`config.mk`:
```
export PLATFORM = sky130hd
export DESIGN_NAME = seg595_scan_gen
export DESIGN_NICKNAME = d
export VERILOG_FILES = /design/src/rtl/seg595_pkg.sv /design/src/rtl/seg595_font.sv /design/src/rtl/seg595_scan_gen.sv
export SDC_FILE = /design/constraint.sdc
export NUM_CORES = 1
export LEC_CHECK = 0
export CORE_MARGIN = 5
export CORE_UTILIZATION = 57
export DETAILED_ROUTE_END_ITERATION = 16
export HOLD_SLACK_MARGIN = 0.15
export PLACE_DENSITY_LB_ADDON = 0.2
export SYNTH_ARGS = -nofsm -noshare
export SYNTH_HDL_FRONTEND = slang
export SYNTH_HIERARCHICAL = 1
export SYNTH_SLANG_ARGS = --single-unit
```
`constraint.sdc`:
```
create_clock -name clk -period 4.3 [get_ports clk]
set_input_delay 0.645 -clock clk [delete_from_list [all_inputs] [get_ports clk]]
set_output_delay 0.645 -clock clk [all_outputs]
set_load 0.02 [all_outputs]
```
`src/rtl/seg595_pkg.sv`:
```
// seg595_pkg
//   Shared definitions for the 74HC595 seven-segment scanner:
//   - FONT        : 16-entry hex font, 7 bits {g,f,e,d,c,b,a}, bit = 1 means lit
//   - state_t     : scanner FSM state encoding
//   - SHIFT_TICKS : ticks spent in SHIFT (two ticks per serial bit, 16 bits)
//   - sel_byte()  : digit-select byte for a given digit index
package seg595_pkg;

  localparam int SHIFT_TICKS = 32;

  localparam logic [6:0] FONT [16] = '{
    7'h3F, 7'h06, 7'h5B, 7'h4F, 7'h66, 7'h6D, 7'h7D, 7'h07,
    7'h7F, 7'h6F, 7'h77, 7'h7C, 7'h39, 7'h5E, 7'h79, 7'h71
  };

  typedef enum logic [2:0] {
    ST_IDLE    = 3'd0,
    ST_LOAD    = 3'd1,
    ST_SHIFT   = 3'd2,
    ST_LATCH_H = 3'd3,
    ST_LATCH_L = 3'd4,
    ST_HOLD    = 3'd5
  } state_t;

  // One-hot select for digit 'index' when 'active', otherwise no digit.
  // dig_act_low flips the whole byte so the selected bit reads 0.
  function automatic logic [7:0] sel_byte(input logic [2:0] index,
                                          input logic       active,
                                          input logic       dig_act_low);
    logic [7:0] sel;
    sel = active ? (8'h01 << index) : 8'h00;
    return dig_act_low ? ~sel : sel;
  endfunction

endpackage

```
`src/rtl/seg595_font.sv`:
```
// seg595_font
//   Combinational hex-to-segment decoder. Polarity and decimal point are
//   applied by the parent.
//   code : 4-bit hex digit
//   segs : {g,f,e,d,c,b,a}, 1 = lit
module seg595_font
  import seg595_pkg::*;
(
  input  logic [3:0] code,
  output logic [6:0] segs
);

  assign segs = FONT[code];

endmodule

```
`src/rtl/seg595_scan_gen.sv`:
```
// seg595_scan_gen
//   Multiplexed seven-segment scanner feeding two cascaded 74HC595s.
//   Each digit gets a 16-bit word {seg_byte, sel_byte}, shifted MSB first,
//   then latched with RCK. Everything advances on a one-clk tick every
//   CLK_DIV clocks; one tick is half an SCK period.
//   Ports:
//     clk, rst_n  : system clock, asynchronous active-low reset
//     dat         : 4 bits per digit, digit 0 in dat[3:0]
//     dat_en      : per-digit enable (0 = digit dark and not selected)
//     dot_en      : per-digit decimal point
//     blank       : 1 = whole frame dark
//     seg_rck     : 595 storage latch clock
//     seg_sck     : 595 shift clock
//     seg_din     : 595 serial data
//     frame_done  : one-clk pulse when the last digit's dwell ends
module seg595_scan_gen
  import seg595_pkg::*;
#(
  parameter int NUM_DIGITS   = 8,
  parameter int CLK_DIV      = 150,
  parameter int HOLD_TICKS   = 0,
  parameter bit SEG_ACT_HIGH = 1'b1,
  parameter bit DIG_ACT_LOW  = 1'b1
) (
  input  logic                    clk,
  input  logic                    rst_n,
  input  logic [4*NUM_DIGITS-1:0] dat,
  input  logic [NUM_DIGITS-1:0]   dat_en,
  input  logic [NUM_DIGITS-1:0]   dot_en,
  input  logic                    blank,
  output logic                    seg_rck,
  output logic                    seg_sck,
  output logic                    seg_din,
  output logic                    frame_done
);

  localparam int DIV_W = $clog2(CLK_DIV);
  localparam int IDX_W = (NUM_DIGITS > 1) ? $clog2(NUM_DIGITS) : 1;

  state_t                  state, state_nxt;
  logic [DIV_W-1:0]        div_cnt;
  logic                    tick;
  logic [IDX_W-1:0]        digit_idx;
  logic [4:0]              bit_k;
  logic [7:0]              hold_cnt;
  logic [15:0]             word;

  logic [4*NUM_DIGITS-1:0] snap_dat;
  logic [NUM_DIGITS-1:0]   snap_en;
  logic [NUM_DIGITS-1:0]   snap_dot;
  logic                    snap_blank;

  // Tick divider
  assign tick = (div_cnt == DIV_W'(CLK_DIV - 1));

  always_ff @(posedge clk or negedge rst_n) begin
    if (!rst_n)    div_cnt <= '0;
    else if (tick) div_cnt <= '0;
    else           div_cnt <= div_cnt + 1'b1;
  end

  // Word build. Digit 0's LOAD takes the snapshot on the same edge that
  // builds its word, so that word is formed from the live inputs; later
  // digits read the held snapshot, keeping the whole frame coherent.
  logic                    use_live;
  logic [4*NUM_DIGITS-1:0] frame_dat;
  logic [NUM_DIGITS-1:0]   frame_en;
  logic [NUM_DIGITS-1:0]   frame_dot;
  logic                    frame_blank;
  logic [3:0]              cur_code;
  logic [6:0]              font_segs;
  logic                    digit_lit;
  logic [7:0]              seg_lit;
  logic [7:0]              seg_out;
  logic [15:0]             word_nxt;

  assign use_live    = (digit_idx == '0);
  assign frame_dat   = use_live ? dat    : snap_dat;
  assign frame_en    = use_live ? dat_en : snap_en;
  assign frame_dot   = use_live ? dot_en : snap_dot;
  assign frame_blank = use_live ? blank  : snap_blank;
  assign cur_code    = frame_dat[4*digit_idx +: 4];
  assign digit_lit   = frame_en[digit_idx] & ~frame_blank;

  seg595_font u_font (
    .code (cur_code),
    .segs (font_segs)
  );

  assign seg_lit  = digit_lit ? {frame_dot[digit_idx], font_segs} : 8'h00;
  assign seg_out  = SEG_ACT_HIGH ? seg_lit : ~seg_lit;
  assign word_nxt = {seg_out, sel_byte(3'(digit_idx), digit_lit, DIG_ACT_LOW)};

  // FSM
  logic digit_done;
  logic last_digit;

  assign last_digit = (digit_idx == IDX_W'(NUM_DIGITS - 1));

  always_ff @(posedge clk or negedge rst_n) begin
    if (!rst_n) state <= ST_IDLE;
    else        state <= state_nxt;
  end

  always_comb begin
    state_nxt  = state;
    digit_done = 1'b0;
    if (tick) begin
      unique case (state)
        ST_IDLE:    state_nxt = ST_LOAD;
        ST_LOAD:    state_nxt = ST_SHIFT;
        ST_SHIFT:   if (bit_k == 5'(SHIFT_TICKS - 1)) state_nxt = ST_LATCH_H;
        ST_LATCH_H: state_nxt = ST_LATCH_L;
        ST_LATCH_L: begin
          if (HOLD_TICKS == 0) begin
            state_nxt  = ST_LOAD;
            digit_done = 1'b1;
          end else begin
            state_nxt  = ST_HOLD;
          end
        end
        ST_HOLD: begin
          if (hold_cnt == 8'(HOLD_TICKS - 1)) begin
            state_nxt  = ST_LOAD;
            digit_done = 1'b1;
          end
        end
        default:    state_nxt = ST_IDLE;
      endcase
    end
  end

  // Datapath and pins
  always_ff @(posedge clk or negedge rst_n) begin
    if (!rst_n) begin
      seg_rck    <= 1'b0;
      seg_sck    <= 1'b0;
      seg_din    <= 1'b0;
      frame_done <= 1'b0;
      digit_idx  <= '0;
      bit_k      <= '0;
      hold_cnt   <= '0;
      word       <= '0;
      snap_dat   <= '0;
      snap_en    <= '0;
      snap_dot   <= '0;
      snap_blank <= 1'b0;
    end else begin
      frame_done <= digit_done & last_digit;
      if (tick) begin
        unique case (state)
          ST_LOAD: begin
            word  <= word_nxt;
            bit_k <= '0;
            if (use_live) begin
              snap_dat   <= dat;
              snap_en    <= dat_en;
              snap_dot   <= dot_en;
              snap_blank <= blank;
            end
          end
          ST_SHIFT: begin
            bit_k <= bit_k + 1'b1;
            // Even k: drop SCK and present the next bit (15 - k/2 == ~k[4:1]);
            // odd k: raise SCK with data held a full tick.
            if (!bit_k[0]) begin
              seg_sck <= 1'b0;
              seg_din <= word[~bit_k[4:1]];
            end else begin
              seg_sck <= 1'b1;
            end
          end
          ST_LATCH_H: seg_rck <= 1'b1;
          ST_LATCH_L: begin
            seg_rck  <= 1'b0;
            hold_cnt <= '0;
          end
          ST_HOLD:    hold_cnt <= hold_cnt + 1'b1;
          default: ;
        endcase
        if (digit_done) digit_idx <= last_digit ? '0 : digit_idx + 1'b1;
      end
    end
  end

endmodule

```
* After elaboration in Yosys (flattened, before gate mapping)
Memories as Yosys holds them, arrays and structs flattened.
Cells that the tools add are included.
** Operators by class
- Add/subtract/negate cells :: 4
- Order comparisons :: 3
- Eq/ne operators :: 11
- Shift-type cells :: 2
- Multiplexer cells :: 26
- Bitwise logic cells :: 7
- Reduce and logical (&&, ||, !) cells :: 14
** Operators with widths (number)
- $mux W8 :: 5
- $mux W32 :: 1
- $shiftx A32 B6 Y4 :: 1
- $add A8 B1 Y8 const B :: 2
- $eq A8 B8 Y1 const B :: 2
- $pmux W8 S2 :: 1
- $pmux W3 S5 :: 1
- $mux W7 :: 2
- $reduce_and A2 Y1 :: 6
- $pmux W5 S2 :: 1
- $eq A3 B3 Y1 const B :: 3
- $mux W3 :: 3
- $not A8 Y8 :: 1
- $shl A1 B3 Y8 const A :: 1
- $mux W1 :: 7
- $bmux W1 S3 :: 2
- $eq A3 B2 Y1 const B :: 2
- $logic_not A3 Y1 :: 2
- $reduce_and A3 Y1 :: 2
- $reduce_bool A2 Y1 :: 3
- $add A5 B1 Y5 const B :: 1
- $eq A5 B5 Y1 const B :: 1
- $ge A5 B5 Y1 const B :: 1
- $lt A4 B5 Y1 const B :: 1
- other kinds (11) :: 15
** Word-level totals
- Register bits after elaboration :: 96
- Bits in read-only memories :: 112
- Output and inout port bits :: 4
- Logic and storage cells :: 82
- Memories :: 1
** Memories
- (name not given) :: depth 16, width 7, rd ports 1, clocked after memory_dff 0, write ports 0, line seg595_font.sv:13 : assign segs = FONT[code];

* Longest topological paths before layout
Gate-level depths: netlist of the first run.
- Depth in word-level cells :: 8
- Depth in mapped cells :: 14

* Modules after synthesis
Netlist of the first run, hierarchy kept.
** Modules (own cells, without submodules)
- seg595_scan_gen :: times used 1, cells each 377, area an instance 5011.1 um^2, sequential area each 2402.3 um^2
- seg595_font :: times used 1, cells each 33, area an instance 287.8 um^2, sequential area each 0.0 um^2

* Worst setup path before layout of the first run
OpenSTA, ideal clock, no wires.
- Path type :: register to register
- Start point :: reg digit_idx[1]
- End point :: reg word[11]
- Arrival time :: 3.522 ns
- Required time :: 4.178 ns
- Setup slack :: 0.657 ns
- Cell stages (with the launch flop) :: 15
- Path buffers :: 4
- Cells stage by stage :: dfrtp_1 > buf_2 > inv_2 > ha_1 > buf_6 > nor2b_4 > buf_6 > buf_12 > mux4_2 > mux4_2 > inv_1 > ha_1 > inv_1 > mux4_1 > a32o_1
** Between the ends
- Cells in the longest elaborated chain, start to end :: 8
- Elaborated cells on any way between the ends :: 14
** Ends and longest elaborated chain
- from (decl) :: line seg595_scan_gen.sv:43 : logic [IDX_W-1:0] digit_idx;
- from (signal assigned) :: line seg595_scan_gen.sv:181 : if (digit_done) digit_idx <= last_digit ? '0 : digit_idx + 1'b1;
- $logic_not A3 Y1 :: line seg595_scan_gen.sv:77 : assign use_live = (digit_idx == '0);
- $mux W32
- $shiftx A32 B6 Y4 * :: line seg595_scan_gen.sv:82 : assign cur_code = frame_dat[4*digit_idx +: 4];
- named net cur_code[1] :: line seg595_scan_gen.sv:70 : logic [3:0] cur_code;
- $not A4 Y5 (not written as such) * :: line seg595_font.sv:13
- $mem_v2 Z16 W7 *
- $mux W7 (not written as such) * (2 in a row) :: line seg595_font.sv:13
- named net font_segs[3] :: line seg595_scan_gen.sv:71 : logic [6:0] font_segs;
- $mux W8 * :: line seg595_scan_gen.sv:90 : assign seg_lit = digit_lit ? {frame_dot[digit_idx], font_segs} : 8'h00;
- to (signal assigned) :: line seg595_scan_gen.sv:153 : word <= word_nxt;
- to (decl) :: line seg595_scan_gen.sv:46 : logic [15:0] word;
The timed path passes the listed nets; every way through them passes the cells marked *. The select of a mux whose other input is x is not followed.
A chain may end at the register's enable or synchronous reset.

* Worst setup path after layout of the first run
Same ends and word-level chain as after synthesis.

==> results by group, run 1 <==
Yosys
  • Yosys warns: 6
  • Post-synth cell types: 57
  • Synth Register Bits: between 90 and 100
  • Cells after synthesis: 410
  • Post-synthesis xor/xnor area fraction: 0.00992
  • Adder-cell area share of the yosys netlist: 0.0425
  • Mux share of post-synthesis cell area: 0.259
  • Syn_nets: about 480
  • Largest family of logic cells by synthesized area: multiplexers
  • Area leader, netlist: dfrtp_1
  • Synth top area cells: dfrtp_1 (45%), mux2_1 (11%), mux4_2 (9.4%)
  • Share of the synthesized area in the top cell type: 0.453
  • Mapped Avg Cell Area: 12.9 um^2
  • FFs w/ async S/R, synth: 1.00
  • Sequential-to-total area share from yosys stat: 0.453
  • Mapped Area: roughly 5300 um^2
  • EDFF count, synth: 0
  • Post-Synth Simple-Gate Area: 0.0968
  • Post-synthesis compound-gate area fraction: 0.102
  • Most used DFF post-synth: dfrtp_1

Clock network
  • CTS Hold Buffers Added: 0
  • CTS tree: built
  • CTS Root Cell: clkbuf_8
  • Post-CTS sizing: 0
  • CTS sink cnt: 96
  • Skew-Pair Late Insertion Delay: around 0.36 ns
  • # H-tree levels: 3
  • CTS buffer count: 9
  • Clock Pin Slew Worst Setup and Hold Paths: 0.10 ns
  • Clock buffer depth: 2
  • Post-CTS Setup Bufs: 0

Global routing
  • First-pass GRT wire length: 17.9 mm
  • Grt total ovfl: 0
  • Initial antenna violation count: 0
  • Vias in the first global route: 3621
  • Largest net degree at the start of global routing: 76
  • Gr usage total: 0.197

Timing
  • Max frequency: 262 MHz
  • Final Worst Setup Slack: 0.484 ns
  • Setup violators final: 0
  • Fin Setup TNS: 0 ns
  • Actual slew at the worst max-slew pin: 0.974 ns
  • Final Cycle Share: 0.888
  • Clock Skews: 0.0103 ns
  • Slew Viols, Final: 0
  • Slew headroom: 0.350
  • Final min period: 3.82 ns
  • Final number of hold-violating endpoints: 0
  • Unrepaired setup endpoints after global routing: false

Power
  • Part of the power in the clock network: 0.367
  • Seq pwr share: 0.552
  • Pwr dens: 280 nW/um^2
  • Static Leak: 0.00252 uW
  • Comb power frac: 0.081
  • Switching pwr: 403 uW
  • Internal power: 1300 uW
  • Switching portion of total power: 0.237
  • Peak VDD IR: around 0.00016 V

Detailed routing
  • Vias: 3566
  • Routed length per instance: ~19 um
  • DR DRC count: 0
  • DR vias/cell: 6.22
  • Drt total wl: 10.6 mm
  • First DRT Iteration DRCs: 137
  • DRT Pass-1 Iters: 4
  • Antenna viol nets, final: 0

Placement
  • Port Buffers: 54
  • Pre-CTS WS: roughly 0.47 ns
  • RD Place Congestion: 0.856
  • HPWL Detailed: 7.59 mm

Critical path
  • Critical Path AT: 4.07 ns
  • CP endpoint kind: register
  • Startpoint Class: register
  • Cells on worst reg2reg path: 10
  • Reg2reg setup slack: 0.48 ns
  • CP Data Required Time: around 4.6 ns
  • CP Class: reg -> reg
  • Crit path max fanout: 11

Run status
  • Status: complete, no violations

Run
  • Max-cap viol count: 0

Layout
  • Area Growth Syn to Fin: 14.7%
  • Layout cell share with drive strength beyond 1: 0.130
  • Final core occ: 0.664
  • Nets@finish: 526
  • Number of diodes: 0

Floorplanning
  • Die area: 11300 um^2
  • Initial Util: 0.579
  • Rows: 35
  • Core ar.: between 9000 and 10000 um^2
  • Die Y: 106 um
  • # IOs: 55
  • Die Wd: 106 um

Worst hold path
  • HP Class: in -> async
==> state kept, by name, summed over array words and instances, names as in the netlist, 3 cells and up <==
| signal | flops |
|---|---|
| bit_k | 5 |
| snap_dat | 32 |
| state | 3 |
| word | 16 |
| hold_cnt | 8 |
| div_cnt | 8 |
| snap_en | 8 |
| digit_idx | 3 |
| snap_dot | 8 |
==> routing by layer <==
layer,up-vias,track usage,share of wire
met5,-,0,0
met4,0,0.0667,0.017
met3,15,0.0316,0.039
met1,1812,0.284,0.48
li1,1656,-,-
met2,83,0.307,0.46
==> cell type report <==
cell class	instances	area (um^2)
Clock buffer	10	138
Clock inverter	6	65.1
Fill cell	665	3080
Inverter	14	52.6
Multi-Input combinational cell	277	2710
Sequential cell	96	2400
Tap cell	111	139
Timing Repair Buffer	59	576
==> final timing paths <==
check | to | startpoint
max | word[11]$_DFFE_PN0P_ | digit_idx[1]$_DFFE_PN0P_
min | snap_dat[18]$_DFFE_PN0P_ | rst_n
max reg2reg | word[11]$_DFFE_PN0P_ | digit_idx[1]$_DFFE_PN0P_
min reg2reg | snap_dot[3]$_DFFE_PN0P_ | snap_dot[3]$_DFFE_PN0P_
max in group asynchronous | snap_dat[7]$_DFFE_PN0P_ | rst_n
min in group clk | snap_dot[3]$_DFFE_PN0P_ | snap_dot[3]$_DFFE_PN0P_
==> metrics by stage <==
stage | power, uW | hold WS, ns | instance area [um^2] | cells
3_5_place_dp | 1100 | 0.477 | 5870 | 557
6_report | 1700 | 0.411 | 6080 | 573
4_1_cts | 1710 | 0.456 | 6080 | 573
2_1_floorplan | 1010 | 0.349 | 5300 | 410
3_3_place_gp | 1090 | 0.467 | 5870 | 557
5_1_grt | 1760 | 0.501 | 6080 | 573
==> synth_stat cells (all sizes together) (4+ instances only) <==
cell type / n
a2111oi: 5
a21oi: 6
a22o: 8
a31oi: 10
a32o: 7
and2: 4
and3: 5
and3b: 5
buf: 14
clkbuf: 9
dfrtp: 96
ha: 18
inv: 14
mux2: 57
mux2i: 5
mux4: 29
nand2: 18
nand2b: 6
nand3: 6
nand4: 5
nor2: 21
nor3: 6
o21ai: 16
or3: 5
xnor2: 4
==> cell usage in the layout, fill, tap and decap left out, types with 3 or more instances in the layout <==
| cell type | Yosys | final |
|---|---|---|
| mux2_1 | 51 | 51 |
| and3b_1 | 5 | 5 |
| xnor2_1 | 4 | 4 |
| ha_1 | 18 | 18 |
| a22o_1 | 8 | 8 |
| o31ai_1 | 3 | 3 |
| mux2_2 | 6 | 6 |
| a2111oi_2 | 4 | 4 |
| nor4_1 | 3 | 3 |
| and3_1 | 5 | 5 |
| nand3_1 | 6 | 6 |
| inv_1 | 13 | 13 |
| nor3_1 | 6 | 6 |
| nand2_1 | 18 | 18 |
| clkdlybuf4s50_1 | 0 | 53 |
| nand2b_1 | 6 | 6 |
| a31oi_1 | 10 | 10 |
| or3_1 | 5 | 5 |
| mux4_2 | 22 | 22 |
| o21ai_1 | 10 | 10 |
| and2_1 | 4 | 4 |
| buf_4 | 1 | 6 |
| mux2i_1 | 5 | 5 |
| o21ai_0 | 6 | 6 |
| nor2_1 | 21 | 21 |
| clkbuf_8 | 0 | 10 |
| nand4_1 | 5 | 5 |
| a32o_1 | 7 | 7 |
| mux4_1 | 7 | 7 |
| a21oi_1 | 6 | 6 |
| dfrtp_1 | 96 | 96 |
==> power groups by stage <==
stage	sequential, uW	clock (uW)	combinational, uW
after floorplan	951	0	60.3
after global placement	954	0	135
after detailed placement	956	0	139
after CTS	938	633	140
after global routing	941	665	151
final	938	624	137
==> logic make-up (layout without fill, tap and decap cells) <==
group,after synthesis,in the layout
adder cells (fa/ha/maj),18,18
multiplexers,91,91
flip-flops,96,96
buffers and inverters,37,89
AND/OR/NAND/NOR,94,94
AO/OA/AOI/OAI,68,68
XOR/XNOR,6,6
==> worst max-delay path: stages (launching register included) <==
cell and delay (ns):
dfrtp_1 0.54, inv_2 0.28, ha_1 0.22, nor2b_4 0.37, mux4_1 0.60, mux4_2 0.54, inv_1 0.15, ha_1 0.25
inv_1 0.06, mux4_1 0.48, a32o_1 0.23
No activity file was read; power rests on OpenSTA's default activity.
==> inputs of run 2 (changes only) <==
--- a/config.mk
+++ b/config.mk
@@ -10,6 +10,7 @@
 export DETAILED_ROUTE_END_ITERATION = 16
 export HOLD_SLACK_MARGIN = 0.15
 export PLACE_DENSITY_LB_ADDON = 0.2
+export SETUP_SLACK_MARGIN = 0.4
 export SYNTH_ARGS = -nofsm -noshare
 export SYNTH_HDL_FRONTEND = slang
 export SYNTH_HIERARCHICAL = 1
==> run 2 against run 1 <==
Against the previous run:
- clock power about the same
- critical path type unchanged
- die area stayed put
- critical endpoint unchanged
- design area rose by 0.49%
==> results by group, run 2 (synthesis gave the netlist of run 1 again) <==
Critical path
  • Startpoint Class: register
  • Critical path buffer and inverter count: 4
  • CP endpoint kind: register
  • Slowest-stage cell, CP: mux4_1
  • Crit path max fanout: 11
  • Critical Path AT: 3.89 ns
  • Crit path max-delay family: multiplexers
  • Worst path max stage delay: 0.55 ns
  • CP Data Required Time: around 4.6 ns
  • CP Class: reg -> reg
  • Crit-path cells: clkinv_2 -> ha_1 -> nor2b_4 -> buf_12 -> mux4_1 -> mux4_2 -> inv_1 -> ha_1 -> inv_1 -> mux4_1 -> a32o_1

Timing
  • Slew headroom: 0.350
  • Final min period: 3.63 ns
  • Actual slew at the worst max-slew pin: 0.974 ns
  • Setup violators final: 0
  • Unrepaired setup endpoints after global routing: false
  • Slew Viols, Final: 0
  • Final number of hold-violating endpoints: 0
  • Hold WS: 0.411 ns
  • Fin Setup TNS: 0 ns
  • Final Worst Setup Slack: 0.666 ns
  • Max frequency: 275 MHz
  • Final Cycle Share: 0.845
  • Clock Skews: 0.0103 ns

Detailed routing
  • DR DRC count: 0
  • Routed length per instance: 18.6 um
  • Vias: between 3000 and 4000
  • First DRT Iteration DRCs: 138
  • DRT Pass-1 Iters: 4
  • DR vias/cell: 6.26
  • Drt total wl: between 10 and 15 mm
  • Antenna viol nets, final: 0

Clock network
  • CTS Root Cell: clkbuf_8
  • CTS tree: built
  • Clock buffer depth: 2
  • CTS buffer count: 9
  • Skew-Pair Late Insertion Delay: 0.36 ns
  • Clock Pin Slew Worst Setup and Hold Paths: 0.10 ns
  • CTS Hold Buffers Added: 0
  • # H-tree levels: 3
  • CTS sink cnt: 96

Layout
  • FF/Latch Area: 2400 um^2
  • Number of diodes: 0
  • Largest register FFs: 32
  • Nets@finish: approximately 530
  • Area of the multi-input gates: 2710 um^2
  • Commonest non-fill, non-tap cell in the layout: dfrtp_1
  • Area Growth Syn to Fin: 15.3%
  • Cell Count, Final, Fillers Out: 575
  • Fill count: 663
  • Commonest non-fill, non-tap cells in the layout: dfrtp_1 (95), clkdlybuf4s50_1 (53), mux2_1 (51)
  • Largest reg by FF count: snap_dat
  • Layout cell share with drive strength beyond 1: 0.136
  • Largest regs: snap_dat x32, word x16

Worst hold path
  • HP Class: in -> async

Floorplanning
  • Initial Util: 0.579
  • # IOs: 55
  • Rows: 35
  • Core ar.: 9150 um^2
  • Die area: 11300 um^2
  • Die Wd: 106 um
  • Die Y: around 110 um

Placement
  • HPWL Detailed: 7.59 mm
  • Pre-CTS WS: 0.468 ns
  • Port Buffers: 54
  • Cells after DPL: about 560
  • RD Place Congestion: 0.856

Power
  • Peak VDD IR: 0.000163 V
  • Static Leak: ~0.0025 uW
  • Pwr dens: between 200 and 300 nW/um^2
  • Final Power: between 1500 and 2000 uW

Global routing
  • First-pass GRT wire length: 17.9 mm
  • Grt total ovfl: 0
  • Vias in the first global route: 3621
  • Gr usage total: 0.197
  • Initial antenna violation count: 0
  • Largest net degree at the start of global routing: 76

Run status
  • Status: complete, no violations

Run
  • Max-cap viol count: 0
==> run 2: changes by cell type in the layout (fill, tap and decap cells not counted), sizes merged <==
cell	previous run	this run
buf	6	8
inv	16	15
clkinv	2	3
==> run 2: stage by stage <==
step,utilization,area [um^2]
after floorplan,-,5300
after global placement,0.642,5870
after detailed placement,0.642,5870
after CTS,0.664,6080
after global routing,0.667,6110
final,0.667,6110
==> run 2: power breakdown <==
group,switching [uW],internal [uW],total [uW]
Clock,336,288,623
Sequential,12.6,925,938
Combinational,55.1,82.9,138
==> run 2: timing repair <==
item,CTS,global route
hold endpoints to repair,0,0
endpoints found under the setup margin,0,2
buffers inserted,0,2
resized for setup,0,2
==> run 2: final timing paths <==
kind / slack (ns) / depth (start not counted) / startpoint / to
min in group clk: 0.50 / 1 / snap_dot[3]$_DFFE_PN0P_ / snap_dot[3]$_DFFE_PN0P_
hold reg to reg: 0.50 / 1 / snap_dot[3]$_DFFE_PN0P_ / snap_dot[3]$_DFFE_PN0P_
max in group asynchronous: 3.02 / 2 / rst_n / snap_dat[7]$_DFFE_PN0P_
setup reg to reg: 0.67 / 11 / digit_idx[1]$_DFFE_PN0P_ / word[11]$_DFFE_PN0P_
hold / removal: 0.41 / 1 / rst_n / snap_dat[18]$_DFFE_PN0P_
setup / recovery: 0.67 / 11 / digit_idx[1]$_DFFE_PN0P_ / word[11]$_DFFE_PN0P_
==> run 2: final cells by class <==
cell class | instances | share of cell area
multi-input combinational | 277 | 0.443
sequential | 96 | 0.394
timing repair buffer | 61 | 0.0988
tap | 111 | 0.0227
clock buffer | 10 | 0.0225
clock inverter | 6 | 0.0107
inverter | 14 | 0.00881
==> run 2: worst reg2reg max path, delay by kind of cell, from the launching register on <==
family                     cells  cell delay [ns]
and+or+nand+nor                1             0.19
buffers and inverters          4             0.58
AOI/OAI and AO/OA              1             0.23
DFF                            1             0.51
adders and majority gates      2             0.45
muxes                          3             1.57
==> run 2: per-layer routing <==
layer | global-route usage | routed length (um)
met1 | 0.284 | 5200
met2 | 0.307 | 4980
met3 | 0.0316 | 357
met4 | 0.0667 | 154
met5 | 0 | 0
